File: src/rtl/mtc_sl_output_queue.sv
// Output queue between the MTC builder and the sector-logic link: compacts up to
// N_MTC_IN valid candidates per clock into a circular FIFO and emits one word per cycle.
module mtc_sl_output_queue #(
  parameter int MTC2SL_LEN     = 32,
  parameter int MTC_WIDTH      = MTC2SL_LEN,
  parameter int N_MTC_IN       = 3,
  parameter int FIFO_DEPTH     = 8,
  parameter int DROP_CNT_WIDTH = 16,
  localparam int PTR_W         = $clog2(FIFO_DEPTH),
  localparam int OCC_W         = PTR_W + 1
) (
  input  logic                      clock,
  input  logic                      rst,
  input  logic                      srst,
  input  logic [MTC_WIDTH-1:0]      mtc_in [N_MTC_IN],
  output logic [MTC_WIDTH-1:0]      mtc_out,
  output logic                      mtc_out_valid,
  input  logic                      mtc_out_ready,
  output logic [OCC_W-1:0]          occupancy,
  output logic                      full,
  output logic                      overflow,
  output logic [DROP_CNT_WIDTH-1:0] drop_count
);

  // Handshake: a word transfers on a rising edge where mtc_out_valid && mtc_out_ready;
  // while ready is low the presented word and valid stay unchanged.

  localparam logic [OCC_W-1:0] ONE   = OCC_W'(1);
  localparam logic [OCC_W-1:0] DEPTH = OCC_W'(FIFO_DEPTH);

  logic [MTC_WIDTH-1:0]      mem [FIFO_DEPTH];
  logic [PTR_W-1:0]          wr_ptr;
  logic [PTR_W-1:0]          rd_ptr;
  logic [OCC_W-1:0]          occ;
  logic [OCC_W-1:0]          free;
  logic [OCC_W-1:0]          nv;
  logic [OCC_W-1:0]          nw;
  logic [OCC_W-1:0]          nd;
  logic [N_MTC_IN-1:0]       wr_en;
  logic [PTR_W-1:0]          wr_addr [N_MTC_IN];
  logic                      pop;
  logic                      do_reset;
  logic [DROP_CNT_WIDTH:0]   drop_sum;
  logic [DROP_CNT_WIDTH-1:0] drop_next;

  assign do_reset = rst | srst;

  // Each accepted input lands at wr_ptr plus the number of accepted inputs below it,
  // which closes gaps left by invalid inputs. Room is judged before any pop.
  always_comb begin
    nv   = '0;
    nw   = '0;
    free = DEPTH - occ;
    for (int i = 0; i < N_MTC_IN; i++) begin
      wr_en[i]   = 1'b0;
      wr_addr[i] = wr_ptr + nw[PTR_W-1:0];
      if (mtc_in[i][MTC_WIDTH-1]) begin
        nv = nv + ONE;
        if (nw < free) begin
          wr_en[i] = 1'b1;
          nw       = nw + ONE;
        end
      end
    end
    nd = nv - nw;
  end

  assign pop = mtc_out_valid & mtc_out_ready;

  always_comb begin
    drop_sum  = {1'b0, drop_count} + (DROP_CNT_WIDTH + 1)'(nd);
    drop_next = drop_sum[DROP_CNT_WIDTH] ? '1 : drop_sum[DROP_CNT_WIDTH-1:0];
  end

  always_ff @(posedge clock) begin
    if (do_reset) begin
      wr_ptr     <= '0;
      rd_ptr     <= '0;
      occ        <= '0;
      overflow   <= 1'b0;
      drop_count <= '0;
    end else begin
      wr_ptr     <= wr_ptr + nw[PTR_W-1:0];
      rd_ptr     <= rd_ptr + PTR_W'(pop);
      occ        <= occ + nw - OCC_W'(pop);
      drop_count <= drop_next;
      if (nd != '0) overflow <= 1'b1;
    end
  end

  // Storage has no reset; pointers and occupancy alone define what is live.
  always_ff @(posedge clock) begin
    if (!do_reset) begin
      for (int i = 0; i < N_MTC_IN; i++) begin
        if (wr_en[i]) mem[wr_addr[i]] <= mtc_in[i];
      end
    end
  end

  assign occupancy     = occ;
  assign full          = (occ == DEPTH);
  assign mtc_out_valid = (occ != '0);
  assign mtc_out       = mtc_out_valid ? mem[rd_ptr] : '0;

endmodule

File: config.mk
export PLATFORM = sky130hd
export DESIGN_NAME = mtc_sl_output_queue
export DESIGN_NICKNAME = d
export VERILOG_FILES = /design/src/rtl/mtc_sl_output_queue.sv
export SDC_FILE = /design/constraint.sdc
export NUM_CORES = 1
export LEC_CHECK = 0
export CORE_MARGIN = 10
export CORE_UTILIZATION = 56
export CTS_BUF_LIST = sky130_fd_sc_hd__clkbuf_2
export CTS_CLUSTER_SIZE = 10
export DETAILED_ROUTE_END_ITERATION = 16
export PLACE_DENSITY = 0.78
export SLEW_MARGIN = 20
export SYNTH_ARGS = -nofsm -noshare
export SYNTH_HDL_FRONTEND = slang
export SYNTH_SLANG_ARGS = --single-unit
export TNS_END_PERCENT = 5
File: constraint.sdc
create_clock -name clock -period 8.11 [get_ports clock]
set_clock_uncertainty 0.2 [all_clocks]
set_input_delay 1.622 -clock clock [delete_from_list [all_inputs] [get_ports clock]]
set_output_delay 1.622 -clock clock [all_outputs]
set_load 0.02 [all_outputs]
-- Yosys cells after proc, flatten, opt, wreduce, memory -nomap -nowiden
Memories as Yosys holds them, arrays and structs flattened. A register that Yosys moved wholly into a read port is not among the register bits.
Index checks and enable logic that the tools add are counted.
- register bits after elaboration: 27
- bits in latches: 0
- RAM bits: 256
- memory bits (read-only): 0
- input bits: 100
- output and inout bits: 55
- memories kept: 1
- add/sub/neg operators: 13
- multipliers: 0
- divide/modulo/power cells: 0
- magnitude comparators: 3
- eq/ne operators: 1
- shift operators: 0
- muxes and demuxes: 27
- bitwise gates (word level): 2
- reductions and logical operators: 2
- memory list (memory ; depth ; bits a word ; rd ports ; clocked after memory_dff ; write ports ; RTL line ; text):
    mem ; 8 ; 32 ; 1 ; 1 ; 3 ; 31 ; logic [MTC_WIDTH-1:0] mem [FIFO_DEPTH];
- operators with widths (cell ; count):
    $mux W32 ; 1
    $mux W4 ; 6
    $mux W1 ; 18
    $add A16 B4 Y17 ; 1
    $add A4 B1 Y4 const B ; 4
    $mux W16 ; 1
    $add A3 B3 Y3 ; 3
    $lt A4 B4 Y1 ; 2
    $reduce_bool A4 Y1 ; 2
    $add A4 B4 Y4 ; 1
    $eq A4 B4 Y1 const B ; 1
    $lt A1 B4 Y1 const A ; 1
    $sub A4 B1 Y4 ; 1
    $sub A4 B4 Y4 ; 1
    $sub A4 B4 Y4 const A ; 1
    $add A3 B1 Y3 ; 1
    $mux W3 ; 1
    $and A1 B1 Y1 ; 1
    $or A1 B1 Y1 ; 1

-- Logic depth before layout (Yosys ltp)
- depth after elaboration: 13
- depth in mapped cells: 25
- mapped depth without buffers: 23

-- Least setup slack after synthesis
No wires, ideal clock.
- path type: input port to flip-flop
- start point: input port mtc_in[95] (netlist bit)
- end point: memory mem[6][0] (netlist bit) (enable)
- setup time: 466 ps
- arrival: 5545 ps
- path slack: 1899 ps
- stages on the path: 14
- path buffers: 0
- path through: inv_1 a211oi_1 a21oi_2 ha_1 nand2_1 o211ai_1 ha_1 ha_1 a31oi_1 xnor2_2 nand4_1 a211oi_2 nor2b_1 o21ai_0
- RTL lines (item ; RTL line ; text):
    start: declaration ; 15 ; input logic [MTC_WIDTH-1:0] mtc_in [N_MTC_IN],
    end: declaration ; 31 ;

-- Final worst setup path
- start point: input port mtc_in[95] (netlist bit)
- end point: register drop_count[11]
- word-level cells in the longest chain between the ends: 10
- elaborated cells between the ends (all ways): 17
- ends and longest elaborated chain (item ; RTL line ; text):
    $mux W1 ; 57 ; if (mtc_in[i][MTC_WIDTH-1]) begin
    $add A4 B1 Y4 or $lt A4 B4 Y1 (tied branches) ; 61, 59 ;
    $mux W4 ; 59 ; if (nw < free) begin
    $mux W4 ; 57 ;
    $add A4 B1 Y4 or $lt A4 B4 Y1 (tied branches) ; 61, 59 ;
    $mux W4 ; 59 ;
    $mux W4 ; 57 ;
    $sub A4 B4 Y4 (*) ; 65 ; nd = nv - nw;
    $add A16 B4 Y17 (*) ; 71 ; drop_sum = {1'b0, drop_count} + (DROP_CNT_WIDTH + 1)'(nd);
    $mux W16 (*) ; 72 ; drop_next = drop_sum[DROP_CNT_WIDTH] ? '1 : drop_sum[DROP_CNT_WIDTH-1:0];
    end signal: assignment ; 86 ; drop_count <= drop_next;
    end: declaration ; 22 ; output logic [DROP_CNT_WIDTH-1:0] drop_count
Every way passes the cells marked *; elsewhere a longest branch is shown, timed or not.
A chain may end at the register's enable or synchronous reset.

==> qor.csv <==
metric,value,unit
met3_usage,0.0523,
dpl_cell_area,19000,sq um
cts_tree,built,
final_common_cell,mux2i_1,
cts_num_sinks,283,
area_growth_syn_to_layout,12.5,%
met1_usage,0.307,
combPwrFrac,0.363,
die_area,38700,sq um
final_cells,2102,
cell_internal_pwr,0.00292,W
ys_seq_elements,283,
post-route-period-util,0.806,
cts_resized,0,
cpLargestDelayFamily,adder cells,
setup_viol,0,
final-hold-violation-count,0,
max_freq,153,MHz
place_congestion,0.827,
crit_path_max_incr_delay,0.62,ns
final-max-slew-violation-count,0,
clk_latency,0.87,ns
dp_cells,1976,
switchingPower,0.00163,W
holdBufCountCts,0,
worstReg2RegStart,occupancy[0]$_SDFF_PP0_,
yosys_warnings,0,
cts_made_buffers,75,
crit_fanout,14,
syn_avg_cell_area,11.0,sq um
ff2ff_setup_slack,1.65,ns
antenna_found_initial,10,
io_buffers,154,
maxCapViolations,0,
slew_headroom,0.413,
worstReg2RegEnd,drop_count[11]$_SDFF_PP0_,
yosysTopAreaCell,edfxtp_1,
path_class,input pin to flip-flop,
critical_path_depth,19,
synthesis.nets,1723,
worst_hold_startpoint,overflow$_SDFFE_PP0P_,
startpoint,mtc_in[95],
design_area,19600,sq um
synthesis.area,17500,sq um
dieHeight,197,um
worst-r2r-cell-count,21,
synth_cells,1595,
power_frac_seq,0.417,
grt_usage,0.248,
clk_pin_slew,0.08,ns
grt_pass1_wl,75300,um
yosys.area.top_type_share,0.440,
clock-root-buffer,clkbuf_2,
cp_num_buf_inv,3,
vias_per_cell,6.16,
htree_levels,3,
cp.required,8.66,ns
grt_pass1_vias,13200,
fin_crit,6.54,ns
outcome,"complete, no violations",
path_cells,clkdlybuf4s50_1 > inv_1 > a211oi_1 > a21oi_2 > ha_1 > a2111oi_4 > nor3_4 > nand2_1 > nand2_1 > xnor2_1 > ha_1 > fa_1 > fa_1 > nor2b_1 > o21a_1 > o21ai_1 > buf_4 > or3_1 > a21oi_1,
rows,64,
p_leak,7.96,nW
crit_end,drop_count[11]$_SDFF_PP0_,
worstMarginPinSlew,0.881,ns
cp-start-kind,input pin,
ys_types,54,
hpwl,29100,um
io_pins,155,
dr_total_vias,13000,
synthTopCellsByArea,"edfxtp_1, mux2i_1, mux4_2, o21ai_0, nand2_1",
ir_drop,0.000119,V
post_drt_wl_per_cell,23.2,um
clk_path_buf_depth,3,
routed_wl,48800,um
mostFrequentLayoutCells,"mux2i_1, edfxtp_1, nand2_1",
drtIter0Drc,1406,
final_antenna_net_count,0,
grtUsageMet2,0.408,
overflow,0,
post-route-drc-count,0,
nets,1786,
num-fill-cells,2411,
p_per_area,231,nW/um^2
min_path_type,flip-flop to flip-flop,
grt_max_degree,64,
rsz0062_at_grt,no,
end_kind,flip-flop,
seq_area_frac_synth,0.471,
firstDrtPassIters,6,
switching_share,0.358,
core_area,30700,sq um
post-cts-setup-buffer-count,0,
p_clk_frac,0.220,
cp_data_arrival_time,7.09,ns
slowest_stage,nor3_4,
initial_core_util,0.570,
die_x,197,um
fin_setup_tns,0,ns
grt.busiest_layer,met2,
final_layout_size_suffix_gt1_frac,0.147,
routing by layer:
layer | vias up | wire [um]
li1 | 5916 | -
met2 | 654 | 23600
met4 | 6 | 1750
met5 | - | 45
met3 | 134 | 4440
met1 | 6243 | 18900
layout make-up:
| cell class | count | area, sq um | area share |
|---|---|---|---|
| diodes | 7 | 17.5 | 0.000892 |
| clock buffers | 111 | 556 | 0.0283 |
| clock inverters | 7 | 82.6 | 0.00420 |
| inverters | 24 | 90.1 | 0.00459 |
| multi-input cells | 1087 | 8350 | 0.425 |
| flip-flops and latches | 283 | 8230 | 0.419 |
| well taps | 396 | 495 | 0.0252 |
| repair buffers | 187 | 1820 | 0.0927 |
cell families after synthesis:
family          share of synthesized area
xor+xnor                           0.0145
fa+ha+maj                          0.0218
compound gates                     0.0983
mux                                 0.245
buf+inv                            0.0594
flops                               0.471
simple gates                       0.0903
cell usage after synthesis, drive strengths merged:
cell and n:
a31o 2, nand4 5, o21ba 1, nor2 79, nand3 11, a211o 1
nand2b 6, nor3 3, o21ai 228, a21oi 53, a211oi 7, edfxtp 256
o211ai 2, nor3b 1, and3 5, nand3b 2, fa 4, clkbuf 95
a2111oi 3, buf 106, dfxtp 27, nand2 245, mux2i 282, or2 1
a2111o 1, a21o 4, nor4 1, nor2b 8, xor2 12, o211a 2
and2 7, a31oi 1, o41a 1, or3 3, mux2 1, ha 24
o21a 1, mux4 64, inv 24, xnor2 16
stage by stage:
step	hold WS [ns]	utilization	power (W)	worst slack, ns
6_report	0.360	0.641	0.00454	1.57
5_1_grt	0.374	0.641	0.00480	1.13
3_3_place_gp	0.313	0.618	0.00353	0.815
4_1_cts	0.383	0.639	0.00457	1.59
3_5_place_dp	0.365	0.618	0.00358	0.763
2_1_floorplan	0.349	-	0.00300	1.90
sequential cells by signal (all words and copies together), names as in the netlist:
signal / flops
mem: 256
drop_count: 16
occupancy: 4
rd_ptr: 3
wr_ptr: 3
overflow: 1
power by group through the flow:
stage / Sequential [W] / Combinational (W) / Clock, W
after floorplan: 0.00192 / 0.00108 / 0
after global placement: 0.00194 / 0.00159 / 0
after global routing: 0.00191 / 0.00179 / 0.00110
final: 0.00190 / 0.00165 / 0.00100
after detailed placement: 0.00195 / 0.00163 / 0
after CTS: 0.00192 / 0.00163 / 0.00102
worst min path at each step:
stage | endpoint | slack, ns | cells after the start
2_1_floorplan | rd_ptr[1]$_SDFF_PP0_ | 0.35 | 2
5_1_grt | overflow$_SDFFE_PP0P_ | 0.37 | 1
6_report | overflow$_SDFFE_PP0P_ | 0.36 | 1
3_5_place_dp | overflow$_SDFFE_PP0P_ | 0.36 | 1
4_1_cts | overflow$_SDFFE_PP0P_ | 0.38 | 1
3_3_place_gp | overflow$_SDFFE_PP0P_ | 0.31 | 1
Power figures use the tool's default switching activity.
